$ cat src/rtl/ifetch_queue_pkg.sv
// Shared definitions for the instruction-fetch queue.
//   IFQ_INSN_W  : instruction width
//   IFQ_PC_W    : program-counter width
//   IFQ_ENTRY_W : width of one queue entry, {insn, pc4}
//   PC_RESET    : PC value loaded on reset
//   ifq_entry_t : packed layout of one queue entry
//   pc_plus4()  : sequential-PC helper; it wraps modulo 2^32
package ifetch_queue_pkg;

    localparam int IFQ_INSN_W  = 32;
    localparam int IFQ_PC_W    = 32;
    localparam int IFQ_ENTRY_W = IFQ_INSN_W + IFQ_PC_W;

    localparam logic [IFQ_PC_W-1:0] PC_RESET = 32'h0000_0000;

    typedef struct packed {
        logic [IFQ_INSN_W-1:0] insn;
        logic [IFQ_PC_W-1:0]   pc4;
    } ifq_entry_t;

    // The sum naturally wraps 0xFFFFFFFC -> 0x00000000.
    function automatic logic [IFQ_PC_W-1:0] pc_plus4(input logic [IFQ_PC_W-1:0] pc);
        return pc + 32'd4;
    endfunction

endpackage

$ cat src/rtl/ifetch_queue_if.sv
// Handshake bundle between the fetch queue, instruction memory and dispatch.
//   imem_ren/imem_addr      : fetch request (queue -> memory)
//   imem_rdata              : instruction, valid the cycle after imem_ren
//   ifetch_intruction/pc_4  : head entry of the queue (queue -> dispatch)
//   ifetch_empty            : queue empty; the head outputs are don't-care
//   Dispatch_ren            : pop the head entry
//   Dispatch_jmp/_jmp_addr  : flush the queue and redirect the PC
// modport master : the fetch queue itself
// modport slave  : the memory/dispatch side
interface ifetch_queue_if
    import ifetch_queue_pkg::*;
#(
    parameter int IMEM_AW = 8
);
    logic                  imem_ren;
    logic [IMEM_AW-1:0]    imem_addr;
    logic [IFQ_INSN_W-1:0] imem_rdata;
    logic [IFQ_INSN_W-1:0] ifetch_intruction;
    logic [IFQ_PC_W-1:0]   ifetch_pc_4;
    logic                  ifetch_empty;
    logic                  Dispatch_ren;
    logic                  Dispatch_jmp;
    logic [IFQ_PC_W-1:0]   Dispatch_jmp_addr;

    modport master (
        output imem_ren, imem_addr, ifetch_intruction, ifetch_pc_4, ifetch_empty,
        input  imem_rdata, Dispatch_ren, Dispatch_jmp, Dispatch_jmp_addr
    );

    modport slave (
        input  imem_ren, imem_addr, ifetch_intruction, ifetch_pc_4, ifetch_empty,
        output imem_rdata, Dispatch_ren, Dispatch_jmp, Dispatch_jmp_addr
    );

endinterface

$ cat src/rtl/ifetch_queue_fifo.sv
// Generic first-word-fall-through synchronous FIFO.
//   clock, reset : rising-edge clock, asynchronous active-low reset
//   wr_en/wr_data: push one word
//   rd_en        : pop the head word; it is ignored while the FIFO is empty
//   flush        : empty the FIFO; it dominates a simultaneous push or pop
//   rd_data      : head word; it reads as zero while the FIFO is empty
//   count/empty  : occupancy
// DEPTH must be a power of two, so the pointers wrap on their own.
module ifetch_queue_fifo
    import ifetch_queue_pkg::*;
#(
    parameter  int WIDTH = IFQ_ENTRY_W,
    parameter  int DEPTH = 4,
    localparam int AW    = $clog2(DEPTH),
    localparam int CW    = AW + 1
)(
    input  logic             clock,
    input  logic             reset,
    input  logic             wr_en,
    input  logic [WIDTH-1:0] wr_data,
    input  logic             rd_en,
    input  logic             flush,
    output logic [WIDTH-1:0] rd_data,
    output logic [CW-1:0]    count,
    output logic             empty
);

    logic [WIDTH-1:0] mem [DEPTH];
    logic [AW-1:0]    wr_ptr;
    logic [AW-1:0]    rd_ptr;
    logic             do_rd;

    assign empty   = (count == '0);
    assign do_rd   = rd_en && !empty;
    assign rd_data = empty ? '0 : mem[rd_ptr];

    // Storage has no reset; the head is masked while the FIFO is empty.
    always_ff @(posedge clock) begin
        if (wr_en && !flush) begin
            mem[wr_ptr] <= wr_data;
        end
    end

    // A simultaneous push and pop leave count unchanged.
    always_ff @(posedge clock or negedge reset) begin
        if (!reset) begin
            wr_ptr <= '0;
            rd_ptr <= '0;
            count  <= '0;
        end else if (flush) begin
            wr_ptr <= '0;
            rd_ptr <= '0;
            count  <= '0;
        end else begin
            if (wr_en) begin
                wr_ptr <= wr_ptr + AW'(1);
            end
            if (do_rd) begin
                rd_ptr <= rd_ptr + AW'(1);
            end
            count <= count + CW'(wr_en) - CW'(do_rd);
        end
    end

endmodule

$ cat src/rtl/ifetch_queue.sv
// Instruction-fetch front end. It holds the PC and issues reads to a memory with
// 1-cycle read latency. It also queues {instruction, PC+4} pairs for dispatch.
//   clock, reset  : rising-edge clock, asynchronous active-low reset
//   bus (master)  : memory request/return, queue head, and dispatch pop/jump
//   ifq_flush_cnt : saturating count of jump cycles (only with IFQ_PERF_CNT_EN)
// Optional feature macro: IFQ_PERF_CNT_EN
module ifetch_queue
    import ifetch_queue_pkg::*;
#(
    parameter int DEPTH   = 4,
    parameter int IMEM_AW = 8
)(
    input  logic            clock,
    input  logic            reset,
    ifetch_queue_if.master  bus
`ifdef IFQ_PERF_CNT_EN
    ,
    output logic [15:0]     ifq_flush_cnt
`endif
);

    localparam int CW = $clog2(DEPTH) + 1;

    logic [IFQ_PC_W-1:0] pc;
    logic [IFQ_PC_W-1:0] jmp_pc;
    logic                inflight;
    logic [IFQ_PC_W-1:0] inflight_pc4;
    logic                issue;
    logic [CW-1:0]       fifo_count;
    logic [CW:0]         occupancy;
    logic                fifo_empty;
    ifq_entry_t          wr_entry;
    ifq_entry_t          head;

    // Entries already queued plus the one read in flight must leave room for
    // that read. Because of this, a returning word is never dropped.
    assign occupancy = {1'b0, fifo_count} + {{CW{1'b0}}, inflight};
    assign issue     = reset && !bus.Dispatch_jmp && (occupancy < (CW+1)'(DEPTH));
    assign jmp_pc    = bus.Dispatch_jmp_addr & ~32'h3;

    assign bus.imem_ren  = issue;
    assign bus.imem_addr = pc[IMEM_AW+1:2];

    // The returning word is tagged with the PC+4 of the fetch that requested it.
    assign wr_entry = '{insn: bus.imem_rdata, pc4: inflight_pc4};

    // A jump clears inflight, so the word returning on the next cycle is never
    // written. A flush also wins over a return that lands in the jump cycle.
    always_ff @(posedge clock or negedge reset) begin
        if (!reset) begin
            pc           <= PC_RESET;
            inflight     <= 1'b0;
            inflight_pc4 <= '0;
        end else if (bus.Dispatch_jmp) begin
            pc           <= jmp_pc;
            inflight     <= 1'b0;
        end else begin
            inflight <= issue;
            if (issue) begin
                pc           <= pc_plus4(pc);
                inflight_pc4 <= pc_plus4(pc);
            end
        end
    end

    ifetch_queue_fifo #(
        .WIDTH (IFQ_ENTRY_W),
        .DEPTH (DEPTH)
    ) u_fifo (
        .clock   (clock),
        .reset   (reset),
        .wr_en   (inflight),
        .wr_data (wr_entry),
        .rd_en   (bus.Dispatch_ren),
        .flush   (bus.Dispatch_jmp),
        .rd_data (head),
        .count   (fifo_count),
        .empty   (fifo_empty)
    );

    assign bus.ifetch_intruction = head.insn;
    assign bus.ifetch_pc_4       = head.pc4;
    assign bus.ifetch_empty      = fifo_empty;

`ifdef IFQ_PERF_CNT_EN
    // Counts every cycle in which a jump is asserted. The count sticks at all-ones.
    always_ff @(posedge clock or negedge reset) begin
        if (!reset) begin
            ifq_flush_cnt <= '0;
        end else if (bus.Dispatch_jmp && (ifq_flush_cnt != 16'hFFFF)) begin
            ifq_flush_cnt <= ifq_flush_cnt + 16'd1;
        end
    end
`endif

endmodule
$ cat src/flat_wrapper.sv
// flat-port wrapper written by rule: the top's interface ports become plain ports
module ifetch_queue_flat import ifetch_queue_pkg::*;
#(
    parameter int DEPTH   = 4,
    parameter int IMEM_AW = 8
)
  (clock, reset, bus_imem_ren, bus_imem_addr, bus_ifetch_intruction, bus_ifetch_pc_4, bus_ifetch_empty, bus_imem_rdata, bus_Dispatch_ren, bus_Dispatch_jmp, bus_Dispatch_jmp_addr);
  ifetch_queue_if #(.IMEM_AW(IMEM_AW)) bus_i ();
  input  logic clock;
  input  logic reset;
  output wire logic [$bits(bus_i.imem_ren)-1:0] bus_imem_ren;
  output wire logic [$bits(bus_i.imem_addr)-1:0] bus_imem_addr;
  output wire logic [$bits(bus_i.ifetch_intruction)-1:0] bus_ifetch_intruction;
  output wire logic [$bits(bus_i.ifetch_pc_4)-1:0] bus_ifetch_pc_4;
  output wire logic [$bits(bus_i.ifetch_empty)-1:0] bus_ifetch_empty;
  input wire logic [$bits(bus_i.imem_rdata)-1:0] bus_imem_rdata;
  input wire logic [$bits(bus_i.Dispatch_ren)-1:0] bus_Dispatch_ren;
  input wire logic [$bits(bus_i.Dispatch_jmp)-1:0] bus_Dispatch_jmp;
  input wire logic [$bits(bus_i.Dispatch_jmp_addr)-1:0] bus_Dispatch_jmp_addr;
  assign bus_imem_ren = bus_i.imem_ren;
  assign bus_imem_addr = bus_i.imem_addr;
  assign bus_ifetch_intruction = bus_i.ifetch_intruction;
  assign bus_ifetch_pc_4 = bus_i.ifetch_pc_4;
  assign bus_ifetch_empty = bus_i.ifetch_empty;
  assign bus_i.imem_rdata = bus_imem_rdata;
  assign bus_i.Dispatch_ren = bus_Dispatch_ren;
  assign bus_i.Dispatch_jmp = bus_Dispatch_jmp;
  assign bus_i.Dispatch_jmp_addr = bus_Dispatch_jmp_addr;
  ifetch_queue #(.DEPTH(DEPTH), .IMEM_AW(IMEM_AW)) u_core (.clock(clock), .reset(reset), .bus(bus_i));
endmodule
$ cat config.mk
export PLATFORM = sky130hd
export DESIGN_NAME = ifetch_queue_flat
export DESIGN_NICKNAME = d
export VERILOG_FILES = /design/src/rtl/ifetch_queue_pkg.sv /design/src/rtl/ifetch_queue_if.sv /design/src/rtl/ifetch_queue_fifo.sv /design/src/rtl/ifetch_queue.sv /design/src/flat_wrapper.sv
export SDC_FILE = /design/constraint.sdc
export NUM_CORES = 1
export LEC_CHECK = 0
export CORE_ASPECT_RATIO = 0.8
export CORE_MARGIN = 10
export CORE_UTILIZATION = 55
export CTS_CLUSTER_SIZE = 24
export DETAILED_ROUTE_END_ITERATION = 7
export GPL_ROUTABILITY_DRIVEN = 0
export PLACE_DENSITY = 0.78
export SETUP_SLACK_MARGIN = 0.2
export SYNTH_ARGS = -nofsm -noshare
export SYNTH_HDL_FRONTEND = slang
export SYNTH_HIERARCHICAL = 1
export SYNTH_SLANG_ARGS = --single-unit
$ cat constraint.sdc
create_clock -name clock -period 2.9 [get_ports clock]
set_input_delay 0.58 -clock clock [delete_from_list [all_inputs] [get_ports clock]]
set_output_delay 0.58 -clock clock [all_outputs]
set_load 0.01 [all_outputs]
## Word-level counts from Yosys, hierarchy flattened

Memories as Yosys holds them, arrays and structs flattened.
Index checks and enable logic that the tools add are counted.

| storage, ports and cells | value |
|---|---|
| bits in registers | 72 |
| memory bits (writable) | 256 |
| word-level logic and storage cells | 37 |
| memories | 1 |

| operators by class | value |
|---|---|
| $add $sub $neg | 6 |
| magnitude comparators | 1 |
| mux-type cells | 11 |
| bitwise logic cells | 1 |
| reduce and logical (&&, ||, !) cells | 11 |

Memory list:

| memory | depth | width | read ports | clocked after Yosys merged registers in | write ports | line | source |
|---|---|---|---|---|---|---|---|
| u_core.u_fifo.mem | 4 | 64 | 1 | 0 | 1 | ifetch_queue_fifo.sv:28 | `logic [WIDTH-1:0] mem [DEPTH];` |

Operator list:

| operator | count |
|---|---|
| 32-bit two-way mux | 2 |
| 64-bit two-way mux | 1 |
| 32-bit by 3-bit adder with 32-bit output, second input constant | 1 |
| 2-bit two-way mux | 4 |
| 2-bit nonzero test | 3 |
| 2-bit by 1-bit adder with 2-bit output, second input constant | 2 |
| 3-bit by 1-bit adder with 4-bit output | 1 |
| 1-bit logical AND | 4 |
| 4-bit by 3-bit < comparator with 1-bit output, second input constant | 1 |
| 3-bit by 1-bit adder with 3-bit output | 1 |
| 3-bit zero test | 1 |
| 1-bit two-way mux | 3 |
| 3-bit two-way mux | 1 |
| 3-bit by 1-bit subtractor with 3-bit output | 1 |
| 1-bit zero test | 2 |
| 2-bit AND reduction | 1 |
| 1-bit inverter | 1 |

## Longest topological paths before layout

Gate-level depths: netlist of the first run.

| depth | value |
|---|---|
| depth after elaboration | 5 |
| gate-level depth with buffers | 10 |

## By module

The synthesis of the first run kept the hierarchy.

By module, submodules not included:

| module | times used | cells an instance | area each (µm²) | seq. area each (µm²) |
|---|---|---|---|---|
| ifetch_queue_fifo | 1 | 449 | 10156.0 | 7862.5 |
| ifetch_queue | 1 | 323 | 3145.5 | 1526.5 |

## Least setup slack after synthesis of the first run

OpenSTA, ideal clock, no wires.

| timing | value |
|---|---|
| path kind | input port to flip-flop |
| start point | in bus_Dispatch_jmp |
| end point | mem u_core/u_fifo/mem[0][0] in the netlist's numbering, enable pin |
| setup time | 429 ps |
| arrival | 2480 ps |
| data required time | 2471 ps |
| path slack | -9 ps |
| stages on the path | 3 |
| path through | clkbuf_1 > nor2b_1 > and2_1 |

| on the way | value |
|---|---|
| cells in the longest elaborated chain, start to end | 4 |

RTL lines:

| item | line | source |
|---|---|---|
| start: declaration | flat_wrapper.sv:18 | `input wire logic [$bits(bus_i.Dispatch_jmp)-1:0] bus_Dispatch_jmp;` |
| 1-bit zero test | ifetch_queue_fifo.sv:39 | `if (wr_en && !flush) begin` |
| 1-bit logical AND | ifetch_queue_fifo.sv:39 |  |
| 1-bit two-way mux | ifetch_queue_fifo.sv:39 |  |
| 1-bit two-way mux (implied by the code) | ifetch_queue_fifo.sv:40 | `mem[wr_ptr] <= wr_data;` |
| end: declaration | ifetch_queue_fifo.sv:28 |  |

No other way between the ends.

## Worst setup path after layout of the first run

| timing | value |
|---|---|
| start point | reg u_core.u_fifo.rd_ptr[0] |
| end point | out bus_ifetch_intruction[15] |

| on the way | value |
|---|---|
| cells in the longest elaborated chain, start to end | 2 |

RTL lines:

| item | line | source |
|---|---|---|
| start: declaration | ifetch_queue_fifo.sv:30 | `logic [AW-1:0] rd_ptr;` |
| start signal: assignment | ifetch_queue_fifo.sv:59 | `rd_ptr <= rd_ptr + AW'(1);` |
| memory 4 x 64 bit | - |  |
| 64-bit two-way mux | ifetch_queue_fifo.sv:35 | `assign rd_data = empty ? '0 : mem[rd_ptr];` |
| end: declaration | flat_wrapper.sv:13 | `output wire logic [$bits(bus_i.ifetch_intruction)-1:0] bus_ifetch_intruction;` |

No other way between the ends.

==> impl_metrics.json, run 1 <==
{
  "outcome": "finished, final reports clean",
  "cp-end-kind": "primary output",
  "start_util_pct": 56.4,
  "fmax_mhz": 361,
  "cpMostUsedCell": "buf_12",
  "clock_latency_ns": 0.56,
  "grt_pass1_vias": 7680,
  "cp_slowest_cell": "dfrtp_4",
  "hold_ws_ns": 0.103,
  "path_buf_inv": 4,
  "h-tree-depth": 1,
  "synth_area_um2": 13300,
  "final_nets": 1036,
  "setup_viol": 0,
  "synth-edff-count": 256,
  "first_pass_iters": 5,
  "critPathKind": "register to primary output",
  "routed-wl-met2_um": 13300,
  "seq_area_frac_synth_pct": 70.6,
  "crit_chain": "buf_12 > buf_16 > buf_12 > mux4_2 > and2_4 > buf_6",
  "hp-class": "primary input to async pin",
  "finalHoldViolCount": 0,
  "layout_common_cells": "256 x edfxtp_1, 74 x clkdlybuf4s50_1, 65 x dfrtp_1",
  "max-slew-margin-rel_pct": 25.1,
  "die_h_um": 159,
  "grt_pass1_wl_um": 44700,
  "critPathMaxStageDelay_ns": 0.52,
  "synth.avg_cell_area_um2": 17.2,
  "arrival_ns": 2.19,
  "core_um2": 23600,
  "cts_buffers": 31,
  "antenna_found_initial": 0,
  "worstPathRequired_ns": 2.32,
  "layout_worst_path_cycle_share_pct": 95.5,
  "synth_area_leaders": "edfxtp_1 58%, dfrtp_1 13%, mux4_2 11%, and2_1 3.2%, o21ai_0 1.5%",
  "synth_area_leader_cell": "edfxtp_1",
  "drive_above_1_share_pct": 30.1,
  "peakVddDrop_mv": 0.550,
  "static-leakage-power_nw": 5.94,
  "cts.sinks": 324,
  "p_per_area_nw_per_um2": 850,
  "dr_wl_met3_um": 1940,
  "grt_util_all_layers_pct": 17.9,
  "start_kind": "register",
  "die_x_um": 194,
  "drc": 0,
  "drtIter0Drc": 586,
  "area_growth_pct": 24.8,
  "viasPerCell": 5.75,
  "synth.distinct_cells": 48,
  "maxCapViolations": 0,
  "numPortBuffers": 139,
  "n_antenna_cell": 0,
  "top_layer": "met4",
  "dp.final_hpwl_um": 17500,
  "grt_max_degree": 92,
  "clockBufferDepth": 3,
  "synth_top_area_share_pct": 57.8,
  "vias": 7438,
  "ys_seq_elements": 324,
  "path_clk_slew_ns": 0.07,
  "synthCells": 772,
  "ios": 142,
  "cts_root_buf": "clkbuf_16",
  "clock_skew_ns": 0.0186,
  "cts_tree": "built",
  "yosysWarnings": 6,
  "rsz0062_at_grt": "yes",
  "post-route-min-period_ns": 2.77,
  "layout_commonest_cell": "edfxtp_1",
  "tightest_slew_ns": 1.12,
  "synth-async-reset-ratio_pct": 21.0,
  "cp_max_fo": 8,
  "routed_wl_um": 28600,
  "drtAntennaViolNets": 0,
  "tns_ns": 0,
  "path_delay_family": "buffers and inverters",
  "slew_viol_final": 0,
  "grt-ovfl-total": 0,
  "fp.dieArea_um2": 30800,
  "wl_per_cell_um": 22.1,
  "num_rows": 50,
  "wl_met1_um": 12900,
  "synth-main-ff-cell": "edfxtp_1"
}
==> state kept, by name (all words and copies together), names as in the netlist <==
signal	flops
u_core/inflight	1
u_core/inflight_pc4	30
u_core/pc	30
u_core/u_fifo/count	3
u_core/u_fifo/mem	256
u_core/u_fifo/rd_ptr	2
u_core/u_fifo/wr_ptr	2
==> power breakdown <==
part / leakage (nW) / internal (mW) / switching [mW] / total (mW)
logic: 2.29 / 2.45 / 1.77 / 4.22
clock network: 0.487 / 2.29 / 1.62 / 3.91
registers: 3.16 / 5.57 / 0.397 / 5.97
==> per-layer routing <==
layer	vias to the layer above	GRT usage (%)
li1	3342	-
met1	3805	25.8
met2	256	27.7
met3	35	4.04
met4	0	3.11
met5	-	0
==> cell families (layout without fill, tap and decap cells) <==
logic type      count (synthesis)  after routing  synth area share (%)
mux                            68             68                  11.2
flops                         324            324                  70.6
buf+inv                        62            265                  2.80
xor+xnor                       30             30                  2.08
other cells                     1              8                0.0282
compound gates                 85             85                  4.08
simple gates                  194            194                  8.45
fa+ha+maj                       8              8                 0.809
==> per-stage QoR <==
stage	instance area, µm²	cells	util (%)	power (mW)	setup slack [ns]
after global routing	16600	1294	70.4	14.8	0.0584
after CTS	16300	1279	69.2	13.8	0.0732
after floorplan	13300	779	-	7.93	0.690
after detailed placement	15100	1202	64.1	9.53	0.200
final	16600	1294	70.4	14.1	0.131
after global placement	15100	1202	64.1	9.45	0.205
==> area by class of cell <==
cell class	instances	area, µm²
Sequential cell	324	9400
Fill cell	1537	6990
Multi-Input combinational cell	393	3690
Timing Repair Buffer	200	2100
Clock buffer	45	890
Tap cell	312	390
Clock inverter	10	100
Inverter	10	37.5
==> path summary, 6_finish.rpt <==
| check | start | endpoint | slack (ns) | cells after the start |
|---|---|---|---|---|
| max | u_core/u_fifo/rd_ptr[0] | bus_ifetch_intruction[15] | 0.13 | 6 |
| min | reset | u_core/pc[21] | 0.10 | 2 |
| max reg2reg | u_core/inflight | u_core/pc[19] | 0.71 | 7 |
| min reg2reg | u_core/inflight_pc4[17] | u_core/u_fifo/mem[1][17] | 0.52 | 0 |
| max in group asynchronous | reset | u_core/u_fifo/rd_ptr[0] | 1.84 | 3 |
| min in group clock | u_core/inflight_pc4[17] | u_core/u_fifo/mem[1][17] | 0.52 | 0 |
==> Yosys cell counts, drive strengths merged (2+ instances only) <==
| library cell | n |
|---|---|
| a21o | 6 |
| a21oi | 6 |
| a221o | 11 |
| a22oi | 10 |
| and2 | 69 |
| and3 | 3 |
| and4 | 4 |
| buf | 37 |
| clkbuf | 15 |
| dfrtp | 68 |
| edfxtp | 256 |
| ha | 7 |
| inv | 10 |
| mux2 | 3 |
| mux4 | 64 |
| nand2 | 46 |
| nand3 | 15 |
| nand4 | 7 |
| nor2 | 18 |
| nor2b | 4 |
| nor3 | 12 |
| nor3b | 4 |
| nor4 | 10 |
| o21ai | 46 |
| o311ai | 3 |
| o31a | 2 |
| xnor2 | 20 |
| xor2 | 9 |
==> worst register-to-register path: stages (launching register included) <==
cell and delay, ns:
dfrtp_1 0.45, nand3_1 0.13, nand3_2 0.09, inv_1 0.11, nor2_1 0.86, buf_4 0.31, a22oi_1 0.08, o21ai_0 0.10
==> what timing repair did <==
action	CTS	global route
hold buffers	0	0
resized for setup	315	45
gates cloned	2	2
pin swaps	23	36
setup endpoints to repair	65	65
setup buffers	20	13
(Power assumes the default switching activity.)
==> run 2, diff against run 1 <==
--- a/config.mk
+++ b/config.mk
@@ -13,6 +13,7 @@
 export GPL_ROUTABILITY_DRIVEN = 0
 export PLACE_DENSITY = 0.78
 export SETUP_SLACK_MARGIN = 0.2
+export SKIP_CTS_REPAIR_TIMING = 1
 export SYNTH_ARGS = -nofsm -noshare
 export SYNTH_HDL_FRONTEND = slang
 export SYNTH_HIERARCHICAL = 1
==> impl_metrics.json, run 2 (synthesized netlist as in run 1, its figures left out) <==
{
  "layout_common_cells": "256 x edfxtp_1, 73 x clkdlybuf4s50_1, 65 x dfrtp_1",
  "crit_chain": "buf_4 > buf_12 > buf_4 > buf_6 > mux4_2 > and2_4 > buf_6",
  "peakVddDrop_mv": 0.567,
  "arrival_ns": 2.30,
  "cp_slowest_cell": "dfrtp_4",
  "dr_wl_met3_um": 1740,
  "path_clk_slew_ns": 0.07,
  "wl_per_cell_um": 22.0,
  "setup_viol": 0,
  "wl_met1_um": 12900,
  "post-route-min-period_ns": 2.88,
  "drc": 0,
  "cts_tree": "built",
  "slew_viol_final": 0,
  "die_x_um": 194,
  "core_um2": 23600,
  "cts_root_buf": "clkbuf_16",
  "routed_wl_um": 28400,
  "cp_max_fo": 7,
  "finalHoldViolCount": 0,
  "largest_register": "u_core/u_fifo/mem",
  "first_pass_iters": 5,
  "grt_max_degree": 92,
  "cp-end-kind": "primary output",
  "cts.sinks": 324,
  "grt_pass1_vias": 7559,
  "p_per_area_nw_per_um2": 838,
  "cts_buffers": 31,
  "rsz0062_at_grt": "yes",
  "total_power_mw": 13.9,
  "grt_pass1_wl_um": 43900,
  "maxCapViolations": 0,
  "critPathKind": "register to primary output",
  "routed-wl-met2_um": 13300,
  "clockBufferDepth": 3,
  "clock_skew_ns": 0.0194,
  "h-tree-depth": 1,
  "dp.final_hpwl_um": 17500,
  "drtAntennaViolNets": 0,
  "largest_register_ff_count": 256,
  "layout_worst_path_cycle_share_pct": 99.4,
  "drive_above_1_share_pct": 28.1,
  "n_antenna_cell": 0,
  "area_growth_pct": 24.6,
  "tns_ns": 0,
  "grt_util_all_layers_pct": 17.5,
  "num_rows": 50,
  "max-slew-margin-rel_pct": 24.7,
  "tightest_slew_ns": 1.13,
  "final_nets": 1035,
  "num-fill-cells": 1539,
  "drtIter0Drc": 540,
  "die_h_um": 159,
  "placedCellCount": 1202,
  "critPathMaxStageDelay_ns": 0.52,
  "start_kind": "register",
  "setup_slack_ns": 0.0175,
  "outcome": "finished, final reports clean",
  "grt-ovfl-total": 0,
  "layout_commonest_cell": "edfxtp_1",
  "antenna_found_initial": 0,
  "dp_slack_ns": 0.200,
  "static-leakage-power_nw": 6.07,
  "fmax_mhz": 347,
  "ios": 142,
  "top_regs": "u_core/u_fifo/mem x256, u_core/inflight_pc4 x30, u_core/pc x30",
  "hp-class": "primary input to async pin",
  "clock_latency_ns": 0.56,
  "fp.dieArea_um2": 30800,
  "top_layer": "met4",
  "worstPathRequired_ns": 2.32,
  "vias": 7382,
  "numPortBuffers": 139,
  "finalNonFillerCells": 1293,
  "hold_ws_ns": 0.106,
  "viasPerCell": 5.71,
  "start_util_pct": 56.4
}
==> run 2: cell count changes in the layout (fill, tap and decap cells not counted), sizes merged <==
cell / previous run / this run
buf: 124 / 99
clkbuf: 47 / 58
dlymetal6s2s: 0 / 14
clkdlybuf4s50: 74 / 73
==> run 2: stage by stage <==
stage | instance area, µm² | util (%)
6_report | 16600 | 70.3
5_1_grt | 16600 | 70.3
4_1_cts | 16100 | 68.3
3_5_place_dp | 15100 | 64.1
3_3_place_gp | 15100 | 64.1
2_1_floorplan | 13300 | -
==> run 2: area by class of cell <==
type                    count  area [µm²]  area share, %
flip-flops and latches    324        9400           56.7
multi-input cells         393        3670           22.1
repair buffers            199        2090           12.6
clock buffers              45         890           5.37
well taps                 312         390           2.36
clock inverters            10         100          0.604
inverters                  10        37.5          0.226
==> run 2: power breakdown <==
part | internal (mW) | switching, mW | leakage (nW) | total, mW
clock network | 2.29 | 1.62 | 0.487 | 3.91
registers | 5.57 | 0.401 | 3.16 | 5.97
logic | 2.34 | 1.67 | 2.42 | 4.01
total | 10.2 | 3.70 | 6.07 | 13.9
==> run 2: final timing paths <==
| path | from | end | slack [ns] | cells past startpoint |
|---|---|---|---|---|
| worst min register to register | u_core/inflight_pc4[17] | u_core/u_fifo/mem[1][17] | 0.53 | 0 |
| max in group asynchronous | reset | u_core/u_fifo/rd_ptr[0] | 1.84 | 3 |
| worst min-delay path | reset | u_core/pc[21] | 0.11 | 2 |
| worst max-delay path | u_core/u_fifo/rd_ptr[0] | bus_ifetch_pc_4[25] | 0.02 | 7 |
| worst max register to register | u_core/u_fifo/count[1] | u_core/pc[19] | 0.69 | 7 |
| min in group clock | u_core/inflight_pc4[17] | u_core/u_fifo/mem[1][17] | 0.53 | 0 |
==> run 2: worst max-delay path, delay by kind of cell (launching register included) <==
kind	cells	cell delay (ns)
mux	1	0.42
buf+inv	5	0.64
simple gates	1	0.18
flops	1	0.52
==> run 2: layer usage <==
metal  global-route usage [%]  up-vias
li1                         -     3341
met1                     25.1     3770
met2                     27.1      236
met3                     4.08       35
met4                     3.14        0
met5                        0        -
